### config.mk
export PLATFORM = sky130hd
export DESIGN_NAME = sipo_rx_flat
export DESIGN_NICKNAME = d
export VERILOG_FILES = /design/src/rtl/sipo_rx_if.sv /design/src/rtl/sipo_rx.sv /design/src/flat_wrapper.sv
export SDC_FILE = /design/constraint.sdc
export NUM_CORES = 1
export LEC_CHECK = 0
export ABC_AREA = 1
export CORE_AREA = 4 4 41 43
export DETAILED_ROUTE_END_ITERATION = 10
export DIE_AREA = 0 0 45 47
export PLACE_DENSITY = 0.73
export SETUP_SLACK_MARGIN = 0.4
export SYNTH_ARGS = -nofsm -noshare
export SYNTH_HDL_FRONTEND = slang
export SYNTH_SLANG_ARGS = --single-unit
### constraint.sdc
create_clock -name clk -period 2 [get_ports clk]
set_input_delay 0.2 -clock clk [delete_from_list [all_inputs] [get_ports clk]]
set_output_delay 0.2 -clock clk [all_outputs]
set_load 0.03 [all_outputs]
### src/rtl/sipo_rx_if.sv
// Serial-in / parallel-out receiver bus: serial input side plus parallel word handshake.
interface sipo_rx_if #(
    parameter int WIDTH = 4
);
    logic             sin;
    logic             sin_vld;
    logic             sync;
    logic [WIDTH-1:0] dout;
    logic             dout_vld;
    logic             dout_rdy;
    logic             busy;
    logic             ovf;
    logic             parity_err;

    // Handshake: a word transfers on a rising edge where dout_vld=1 and dout_rdy=1;
    // dout holds steady while dout_vld=1 and not yet accepted; dout_rdy alone does nothing.
    modport master (
        output sin, sin_vld, sync, dout_rdy,
        input  dout, dout_vld, busy, ovf, parity_err
    );

    modport slave (
        input  sin, sin_vld, sync, dout_rdy,
        output dout, dout_vld, busy, ovf, parity_err
    );
endinterface

### src/rtl/sipo_rx.sv
// Serial-to-parallel receiver, MSB first, one-deep output holding register with sticky overflow.
// Optional even-parity bit after each word when SIPO_RX_PARITY_EN is defined.
module sipo_rx #(
    parameter int WIDTH = 4
) (
    input  logic    clk,
    input  logic    rst_n,
    sipo_rx_if.slave bus,
    output logic    state_dbg
);
`ifdef SIPO_RX_PARITY_EN
    localparam int FRAME = WIDTH + 1;
`else
    localparam int FRAME = WIDTH;
`endif
    localparam int CW  = $clog2(FRAME);
    // Only FRAME-1 bits need storing: the final frame bit is taken straight from sin.
    localparam int SRW = FRAME - 1;

    typedef enum logic {IDLE = 1'b0, SHIFT = 1'b1} state_t;

    state_t           state, state_next;
    logic [CW-1:0]    cnt, cnt_next, cnt_base;
    logic [SRW-1:0]   sr;
    logic [WIDTH-1:0] word;
    logic             done;
    logic [WIDTH-1:0] dout_r;
    logic             dout_vld_r;
    logic             ovf_r;

    always_ff @(posedge clk) begin
        if (!rst_n) begin
            state <= IDLE;
            cnt   <= '0;
        end else begin
            state <= state_next;
            cnt   <= cnt_next;
        end
    end

    // sync restarts the frame; a bit sampled on the same edge becomes bit 0 of the new word.
    always_comb begin
        cnt_base = bus.sync ? '0 : cnt;
        cnt_next = cnt_base;
        done     = 1'b0;
        if (bus.sin_vld) begin
            if (cnt_base == CW'(FRAME - 1)) begin
                cnt_next = '0;
                done     = 1'b1;
            end else begin
                cnt_next = cnt_base + 1'b1;
            end
        end
        state_next = (cnt_next == '0) ? IDLE : SHIFT;
    end

    always_comb begin
        bus.busy  = (state == SHIFT);
        state_dbg = state;
`ifdef SIPO_RX_PARITY_EN
        word = sr;
`else
        word = {sr, bus.sin};
`endif
    end

    always_ff @(posedge clk) begin
        if (!rst_n) begin
            sr         <= '0;
            dout_r     <= '0;
            dout_vld_r <= 1'b0;
            ovf_r      <= 1'b0;
        end else begin
            if (bus.sin_vld)
                sr <= SRW'({sr, bus.sin});
            if (done) begin
                if (!dout_vld_r || bus.dout_rdy) begin
                    dout_r     <= word;
                    dout_vld_r <= 1'b1;
                end else begin
                    ovf_r <= 1'b1;
                end
            end else if (dout_vld_r && bus.dout_rdy) begin
                dout_vld_r <= 1'b0;
            end
        end
    end

`ifdef SIPO_RX_PARITY_EN
    logic perr_r;

    always_ff @(posedge clk) begin
        if (!rst_n)
            perr_r <= 1'b0;
        else if (done && (!dout_vld_r || bus.dout_rdy))
            perr_r <= (^sr) ^ bus.sin;
    end

    assign bus.parity_err = perr_r;
`else
    assign bus.parity_err = 1'b0;
`endif

    assign bus.dout     = dout_r;
    assign bus.dout_vld = dout_vld_r;
    assign bus.ovf      = ovf_r;
endmodule

### src/flat_wrapper.sv
// flat-port wrapper written by rule: the top's interface ports become plain ports
module sipo_rx_flat 
#(
    parameter int WIDTH = 4
)
  (clk, rst_n, state_dbg, bus_sin, bus_sin_vld, bus_sync, bus_dout_rdy, bus_dout, bus_dout_vld, bus_busy, bus_ovf, bus_parity_err);
  sipo_rx_if #(.WIDTH(WIDTH)) bus_i ();
  input  logic clk;
  input  logic rst_n;
  output logic state_dbg;
  input wire logic [$bits(bus_i.sin)-1:0] bus_sin;
  input wire logic [$bits(bus_i.sin_vld)-1:0] bus_sin_vld;
  input wire logic [$bits(bus_i.sync)-1:0] bus_sync;
  input wire logic [$bits(bus_i.dout_rdy)-1:0] bus_dout_rdy;
  output wire logic [$bits(bus_i.dout)-1:0] bus_dout;
  output wire logic [$bits(bus_i.dout_vld)-1:0] bus_dout_vld;
  output wire logic [$bits(bus_i.busy)-1:0] bus_busy;
  output wire logic [$bits(bus_i.ovf)-1:0] bus_ovf;
  output wire logic [$bits(bus_i.parity_err)-1:0] bus_parity_err;
  assign bus_i.sin = bus_sin;
  assign bus_i.sin_vld = bus_sin_vld;
  assign bus_i.sync = bus_sync;
  assign bus_i.dout_rdy = bus_dout_rdy;
  assign bus_dout = bus_i.dout;
  assign bus_dout_vld = bus_i.dout_vld;
  assign bus_busy = bus_i.busy;
  assign bus_ovf = bus_i.ovf;
  assign bus_parity_err = bus_i.parity_err;
  sipo_rx #(.WIDTH(WIDTH)) u_core (.clk(clk), .rst_n(rst_n), .bus(bus_i), .state_dbg(state_dbg));
endmodule
==> results of run 1 <==
-- sequential cells by signal, indices dropped and copies added, names as in the netlist --
register,cells
u_core.bus.dout,4
u_core.bus.ovf,1
u_core.sr,3
u_core.cnt,2
u_core.bus.dout_vld,1
u_core.bus.busy,1
-- cell families after synthesis --
| family | after synthesis |
|---|---|
| flip-flops | 12 |
| AO/OA/AOI/OAI | 13 |
| adder cells (fa/ha/maj) | 1 |
| buffers and inverters | 18 |
| other | 1 |
| AND/OR/NAND/NOR | 23 |
-- routing by layer --
layer / GRT usage [%] / vias up
met4: 10.5 / 0
li1: - / 232
met1: 11.6 / 194
met3: 4.60 / 4
met2: 14.1 / 12
met5: 0 / -
-- power by group --
part           internal (uW)  switching (uW)  leakage [uW]
registers                248            4.11     0.0000982
clock network           69.6            72.0     0.0000138
logic                   26.1            35.4      0.000187
total                    344             112      0.000299
-- through the flow --
step	instances	instance area, um2	total power [uW]
floorplan	68	518	303
global placement	92	633	318
global route	95	656	482
finish	95	656	455
CTS	95	656	465
detailed placement	92	633	320
-- final cells by class --
cell class / instances / area (um2)
Clock buffer: 3 / 22.5
Sequential cell: 12 / 240
Inverter: 14 / 52.6
Tap cell: 15 / 18.8
Timing Repair Buffer: 13 / 130
Multi-Input combinational cell: 38 / 191
Fill cell: 144 / 646
-- how the worst min path moves through the flow --
stage,from,to
2_1_floorplan,bus_sin,u_core.sr[0]
3_3_place_gp,u_core.bus.ovf,u_core.bus.ovf
3_5_place_dp,u_core.bus.ovf,u_core.bus.ovf
4_1_cts,u_core.bus.ovf,u_core.bus.ovf
5_1_grt,u_core.bus.ovf,u_core.bus.ovf
6_report,u_core.bus.ovf,u_core.bus.ovf
-- layout by cell type, fill, tap and decap left out, drive strengths merged --
master | Yosys | final
inv | 14 | 14
clkdlybuf4s50 | 0 | 13
dfxtp | 12 | 12
a21oi | 9 | 9
nand2 | 9 | 9
nor2 | 7 | 7
nand3 | 6 | 6
o21ai | 4 | 4
clkbuf | 0 | 3
nand4 | 1 | 1
ha | 1 | 1
conb | 1 | 1
==> flow_metrics.env, run 1 <==
export IMPL_status="complete, no violations"
export IMPL_setup_viol=0
export IMPL_max_freq_mhz=658
export IMPL_setup_tns_ps=0
export IMPL_synth_distinct_cells=16
export IMPL_coreArea_um2=1300
export IMPL_synth_area_um2=518
export IMPL_power_leakage_uw=0.000299
export IMPL_regToRegStartpoint="u_core.cnt[1]"
export IMPL_track_usage_pct=10.3
export IMPL_fin_nets=89
export IMPL_clk_pin_slew_ps=70
export IMPL_hold_depth=2
export IMPL_yosysMostFrequentCell="dfxtp_1"
export IMPL_synth_nets=75
export IMPL_wl_met1_um=419
export IMPL_port_buffers=13
export IMPL_synth_compound_area_share_pct=13.3
export IMPL_ff2ff_path_depth=8
export IMPL_die_w_um=45
export IMPL_wl_met3_um=73
export IMPL_final_antenna_net_count=0
export IMPL_cpLargestDelayFamily="buffers and inverters"
export IMPL_rows=13
export IMPL_gp_congestion=0.781
export IMPL_drv_cap=0
export IMPL_p_per_area_nw_per_um2=695
export IMPL_ff2ff_setup_slack_ps=790
export IMPL_grt_pass1_wl_um=1440
export IMPL_end_kind="primary output"
export IMPL_synthFlopType="dfxtp_1"
export IMPL_drt_iter0_markers=6
export IMPL_setup_ws_ps=480
export IMPL_synth_top_family_by_area="simple AND/OR/NAND/NOR gates"
export IMPL_crit_type="reg -> out"
export IMPL_yosys_area_top_type="dfxtp_1"
export IMPL_utilization_pct=50.4
export IMPL_synth_cells=68
export IMPL_muxShareOfSynthArea_pct=0
export IMPL_first_pass_iters=4
export IMPL_cp_arrival_ps=1320
export IMPL_cp_start_kind="flop"
export IMPL_crit_path_end="bus_dout_vld"
export IMPL_synth_top_cell_area_share_pct=46.4
export IMPL_cts_sinks=12
export IMPL_routed_top_layer="met4"
export IMPL_async_flop_share_pct=0
export IMPL_holdBufCountCts=0
export IMPL_hpwl_um=684
export IMPL_routed_wl_um=906
export IMPL_synthTopCellsByArea="dfxtp_1 (46%), a21oi_1 (8.7%), inv_1 (8.0%)"
export IMPL_wl_met2_um=387
export IMPL_drv_slew=0
export IMPL_syn2layout_area_growth_pct=26.6
export IMPL_hold_viol_final=0
export IMPL_routed_via_density=4.65
export IMPL_synthSimpleGateAreaFrac_pct=20.5
export IMPL_antenna_cells=0
export IMPL_htree_levels=1
export IMPL_critPathMaxFanout=3
export IMPL_pre_cts_slack_ps=455
export IMPL_dieArea_um2=2120
export IMPL_whs_ps=451
export IMPL_cts_resized=0
export IMPL_yosys_area_share_adder_pct=2.42
export IMPL_drt_wirelength_per_cell_um=9.54
export IMPL_r2r_end="u_core.bus.dout[2]"
export IMPL_fin_crit_sh_pct=76.0
export IMPL_start_util_pct=39.8
export IMPL_skew_ps=1.96
export IMPL_netlist_top_cells_count="dfxtp_1 (12), inv_1 (11), a21oi_1 (9)"
export IMPL_min_period_ps=1520
export IMPL_syn_area_per_cell_um2=7.62
export IMPL_rsz0062_at_grt="false"
export IMPL_insertion_delay_ps=270
export IMPL_routed_via_count=442
export IMPL_cts_setup_buffers=0
export IMPL_yosysSeqAreaShare_pct=46.4
export IMPL_die_height_um=47
export IMPL_grt_ovfl_total=0
export IMPL_synth_seq_cells=12
export IMPL_antenna_found_initial=0
export IMPL_grt_pass1_vias=350
export IMPL_cts_root_buffer="clkbuf_4"
export IMPL_drc=0
export IMPL_yosysWarnings=0
export IMPL_cp_startpoint="u_core.bus.dout_vld"
export IMPL_crit_required_ps=1800
export IMPL_crit_slowest_cell="clkdlybuf4s50_1"
export IMPL_cts_tree="yes"
export IMPL_grt_max_degree=12
export IMPL_ios=15
export IMPL_worstSetupPathDepth=1
export IMPL_cts_made_buffers=3
export IMPL_synth_xor_area_share_pct=0
export IMPL_irDropWorstVdd_mv=0.460
export IMPL_synth_edf_count=0
export IMPL_crit_chain="clkdlybuf4s50_1"
export IMPL_slowest_delay_ps=680
export IMPL_path_buf_inv=1
export IMPL_cts_buffer_depth=2
export IMPL_hold_class="reg -> reg"
export IMPL_drive_gt1_share_pct=13.8
No activity file was read; power rests on OpenSTA's default activity.
==> inputs of run 2 (changes only) <==
CORE_AREA = not set   (was 4 4 41 43)
CORE_MARGIN = 4   (was not set)
CORE_UTILIZATION = 39   (was not set)
DIE_AREA = not set   (was 0 0 45 47)
PLACE_DENSITY = 0.75   (was 0.73)
clock period = 1.26 ns   (was 2 ns; I/O delays follow)
==> run 2 against run 1 <==
Net effect: utilization is 16 points higher; non-clock buffer count rose by 5; die area is 6.6% lower; clock skew decreased by 1.2 ps; largest cell class unchanged; highest routed layer unchanged.
==> flow_metrics.env, run 2 (synthesis gave the netlist of run 1 again) <==
export IMPL_hpwl_um=862
export IMPL_rsz0062_at_grt="true"
export IMPL_grt_max_degree=10
export IMPL_largest_reg_flops=4
export IMPL_cp_arrival_ps=1210
export IMPL_cp_start_kind="flop"
export IMPL_status="complete, no violations"
export IMPL_intPower_uw=624
export IMPL_routed_via_count=474
export IMPL_first_pass_iters=4
export IMPL_drive_gt1_share_pct=50.0
export IMPL_crit_slowest_cell="dfxtp_2"
export IMPL_syn2layout_area_growth_pct=50.5
export IMPL_p_per_area_nw_per_um2=1060
export IMPL_die_w_um=44.4
export IMPL_slowest_delay_ps=330
export IMPL_ff2ff_path_depth=8
export IMPL_antenna_cells=0
export IMPL_routed_wl_um=1100
export IMPL_pre_cts_slack_ps=-226
export IMPL_critPathMaxFanout=8
export IMPL_regToRegStartpoint="u_core.cnt[1]"
export IMPL_cts_made_buffers=3
export IMPL_holdBufCountCts=0
export IMPL_combinationalPowerShare_pct=14.6
export IMPL_grt_pass1_vias=497
export IMPL_die_height_um=44.4
export IMPL_drv_cap=0
export IMPL_cts_root_buffer="clkbuf_4"
export IMPL_insertion_delay_ps=270
export IMPL_ios=15
export IMPL_fin_crit_sh_pct=82.8
export IMPL_multi_input_area_um2=246
export IMPL_drv_slew=0
export IMPL_setup_viol=0
export IMPL_track_usage_pct=12.9
export IMPL_clk_pin_slew_ps=80
export IMPL_crit_path_end="u_core.bus.dout[2]"
export IMPL_cp_startpoint="u_core.cnt[1]"
export IMPL_p_switching_uw=206
export IMPL_antenna_found_initial=0
export IMPL_hold_class="in -> reg"
export IMPL_utilization_pct=66.6
export IMPL_r2r_end="u_core.bus.dout[2]"
export IMPL_routed_via_density=4.74
export IMPL_end_kind="flop"
export IMPL_start_util_pct=44.2
export IMPL_power_leakage_uw=0.000363
export IMPL_crit_required_ps=1430
export IMPL_regArea_um2=250
export IMPL_cts_tree="yes"
export IMPL_fin_nets=94
export IMPL_htree_levels=1
export IMPL_crit_type="reg -> reg"
export IMPL_hold_viol_final=0
export IMPL_rows=12
export IMPL_power_uw=830
export IMPL_coreArea_um2=1170
export IMPL_ff2ff_setup_slack_ps=220
export IMPL_setup_ws_ps=216
export IMPL_grt_ovfl_total=0
export IMPL_power_frac_seq_pct=48.7
export IMPL_worstHoldStart="bus_sin_vld"
export IMPL_irDropWorstVdd_mv=0.626
export IMPL_drt_iter0_markers=4
export IMPL_pwr_share_clk_pct=36.8
export IMPL_fill_cells=100
export IMPL_gp_congestion=0.714
export IMPL_final_cell_mix="inv_1 (9), a21oi_1 (9), dfxtp_2 (8)"
export IMPL_min_period_ps=1040
export IMPL_max_freq_mhz=958
export IMPL_crit_chain="inv_2, nor2_4, ha_4, nand2_4, inv_6, nand3_2, nand2_1, nor2_1"
export IMPL_cts_sinks=12
export IMPL_skew_ps=0.802
export IMPL_final_antenna_net_count=0
export IMPL_drt_wirelength_per_cell_um=11.0
export IMPL_dieArea_um2=1980
export IMPL_grt_pass1_wl_um=1890
export IMPL_port_buffers=13
export IMPL_sw_frac_of_total_pct=24.8
export IMPL_cts_buffer_depth=2
export IMPL_drc=0
## run 2: changes by cell type in the layout (fill, tap and decap cells not counted), sizes merged
cell / change
buf: +13
clkdlybuf4s50: -10
dlygate4sd2: +2
clkbuf: +1
## run 2: worst max-delay path, delay by kind of cell (launching register included)
kind / cells / cell delay (ps)
DFF: 1 / 330
and+or+nand+nor: 5 / 320
adders and majority gates: 1 / 150
buffers and inverters: 2 / 130
## run 2: area by class of cell
class	instances	area share (%)
inverter	14	7.38
tap	14	2.25
sequential	12	32.1
timing repair buffer	18	22.0
multi-input combinational	38	31.6
clock buffer	4	4.65
## run 2: worst min path at each step
stage / depth (start not counted) / to / slack, ps
4_1_cts: 3 / u_core.bus.ovf / 400
3_5_place_dp: 2 / u_core.bus.ovf / 450
2_1_floorplan: 2 / u_core.bus.dout_vld / 280
6_report: 3 / u_core.bus.ovf / 390
5_1_grt: 3 / u_core.bus.dout_vld / 430
3_3_place_gp: 2 / u_core.bus.ovf / 440
## run 2: stage by stage
step / area [um2] / TNS [ps] / hold slack [ps] / instances
6_report: 779 / 0 / 393 / 100
3_5_place_dp: 714 / -1360 / 450 / 95
2_1_floorplan: 571 / 0 / 281 / 68
5_1_grt: 779 / 0 / 426 / 100
4_1_cts: 766 / 0 / 396 / 99
3_3_place_gp: 714 / -1130 / 436 / 95
## run 2: routing by layer
layer | global-route usage [%] | up-vias | part of all wire [%]
met5 | 0 | - | 0
met4 | 7.83 | 0 | 0.82
met3 | 3.66 | 2 | 6.8
met2 | 24.1 | 11 | 54
met1 | 12.1 | 218 | 38
li1 | - | 243 | -
## run 2: power by group through the flow
stage,Combinational (uW),Clock (uW),Sequential [uW]
3_3_place_gp,114,0,409
3_5_place_dp,117,0,410
5_1_grt,133,330,406
4_1_cts,122,309,404
6_report,121,305,404
2_1_floorplan,70.8,0,417
## run 2: repair_timing
item,in CTS,in global routing
gates resized for setup,65,3
hold endpoints to repair,0,0
buffers inserted,0,1
pin swaps,6,0
endpoints found under the setup margin,20,16
==> inputs of run 3 (changes only) <==
clock period = 0.9 ns   (was 1.26 ns; I/O delays follow)
==> run 3 against run 2 <==
Net effect: the flow now finishes with violations (setup timing); non-clock buffer count rose by 5; sequential share of layout area fell by 2.5 points; highest routed layer unchanged; global-route usage fell by 1.5 points; via count rose by 0.84%; sequential power rose by 40%; critical path depth did not move; design area rose by 13%; cell count rose by 5.0%; register-to-register slack got worse by 360 ps; hold slack got worse by 120 ps; clock power rose by 46%.
==> flow_metrics.env, run 3 (synthesis gave the netlist of run 1 again) <==
export IMPL_status="finished, violations left"
export IMPL_violations="setup timing"
export IMPL_gp_congestion=0.704
export IMPL_setup_viol=6
export IMPL_drt_wirelength_per_cell_um=10.1
export IMPL_min_period_ps=1040
export IMPL_holdBufCountCts=0
export IMPL_ios=15
export IMPL_skew_ps=1.23
export IMPL_fin_crit_sh_pct=116
export IMPL_rsz0062_at_grt="true"
export IMPL_crit_slowest_cell="dfxtp_2"
export IMPL_max_freq_mhz=961
export IMPL_routed_via_count=478
export IMPL_fin_nets=99
export IMPL_cp_start_kind="flop"
export IMPL_cpLargestDelayFamily="flip-flops"
export IMPL_grt_ovfl_total=0
export IMPL_syn2layout_area_growth_pct=69.6
export IMPL_rows=12
export IMPL_hpwl_um=701
export IMPL_drc=0
export IMPL_end_kind="flop"
export IMPL_drv_cap=0
export IMPL_routed_wl_um=1060
export IMPL_power_leakage_uw=0.000401
export IMPL_start_util_pct=44.2
export IMPL_hold_class="in -> reg"
export IMPL_dieArea_um2=1980
export IMPL_die_height_um=44.4
export IMPL_final_cell_mix="dfxtp_2 (10), buf_6 (9), buf_4 (9)"
export IMPL_cts_tree="yes"
export IMPL_crit_type="reg -> reg"
export IMPL_grt_pass1_wl_um=1600
export IMPL_crit_required_ps=1080
export IMPL_final_antenna_net_count=0
export IMPL_drt_iter0_markers=4
export IMPL_insertion_delay_ps=280
export IMPL_irDropWorstVdd_mv=0.812
export IMPL_fill_cells=79
export IMPL_p_per_area_nw_per_um2=1380
export IMPL_coreArea_um2=1170
export IMPL_utilization_pct=75.0
export IMPL_dp_cells=98
export IMPL_clk_pin_slew_ps=80
export IMPL_drv_slew=0
export IMPL_mostFrequentLayoutCell="dfxtp_2"
export IMPL_drive_gt1_share_pct=68.1
export IMPL_slowest_delay_ps=330
export IMPL_cts_made_buffers=3
export IMPL_cp_arrival_ps=1220
export IMPL_cts_buffer_depth=2
export IMPL_die_w_um=44.4
export IMPL_whs_ps=273
export IMPL_critPathMaxFanout=8
export IMPL_cts_sinks=12
export IMPL_port_buffers=13
export IMPL_routed_via_density=4.55
export IMPL_setup_ws_ps=-141
export IMPL_grt_max_degree=10
export IMPL_cts_root_buffer="clkbuf_4"
export IMPL_grt_pass1_vias=415
export IMPL_path_buf_inv=2
export IMPL_track_usage_pct=11.4
export IMPL_antenna_found_initial=0
export IMPL_crit_chain="inv_2, nor2_4, ha_4, nand2_4, inv_8, nand3_2, nand2_1, nor2_1"
export IMPL_antenna_cells=0
export IMPL_htree_levels=1
export IMPL_final_cells=105
export IMPL_largest_reg_flops=4
export IMPL_setup_tns_ps=-755
export IMPL_hold_viol_final=0
export IMPL_first_pass_iters=4
## run 3: cell count changes in the layout (fill, tap and decap cells not counted), moves of 3 or more
cell | before | now
a21oi_2 | 0 | 3
buf_4 | 6 | 9
a21oi_1 | 9 | 6
o21ai_0 | 3 | 0
dfxtp_1 | 4 | 0
## run 3: through the flow
stage               setup WS (ps)  total power, uW  area [um2]
finish                       -141             1210         878
global route                 -221             1250         878
CTS                          -124             1190         817
detailed placement           -462              741         734
global placement             -469              739         734
floorplan                    -111              688         592
## run 3: area by class of cell
| class | count | area (um2) | area share, % |
|---|---|---|---|
| well taps | 14 | 17.5 | 1.99 |
| clock buffers | 4 | 36.3 | 4.13 |
| inverters | 14 | 60.1 | 6.84 |
| multi-input cells | 38 | 285 | 32.5 |
| flip-flops and latches | 12 | 260 | 29.6 |
| repair buffers | 23 | 219 | 24.9 |
## run 3: power by group
| part | internal [uW] | total [uW] | switching [uW] |
|---|---|---|---|
| clock network | 246 | 446 | 199 |
| logic | 95.7 | 203 | 108 |
| registers | 552 | 565 | 13.6 |
| total | 894 | 1210 | 320 |
## run 3: worst reg2reg max path, cell delays in order, from the launching register on
cell and delay [ps]:
dfxtp_2 330, inv_2 40, nor2_4 100, ha_4 150
nand2_4 60, inv_8 90, nand3_2 70, nand2_1 70
nor2_1 40
## run 3: repair_timing
item                                    in CTS  in global routing
endpoints found under the setup margin      20                 20
resized for setup                           22                 12
pin swaps                                    6                  2
setup buffers                                0                  3
## run 3: metal layers
layer | part of all wire [%] | up-vias | track usage (%)
li1 | - | 258 | -
met1 | 48 | 203 | 13.8
met2 | 42 | 13 | 16.3
met3 | 6.7 | 4 | 2.44
met4 | 3.4 | 0 | 10.8
met5 | 0 | - | 0
## run 3: worst paths after layout
check	slack, ps	to	cells past startpoint	start
hold reg to reg	460	u_core.bus.ovf	2	u_core.bus.ovf
hold / removal	270	u_core.cnt[1]	3	bus_sin_vld
setup reg to reg	-140	u_core.bus.dout[1]	8	u_core.cnt[1]
setup / recovery	-140	u_core.bus.dout[1]	8	u_core.cnt[1]
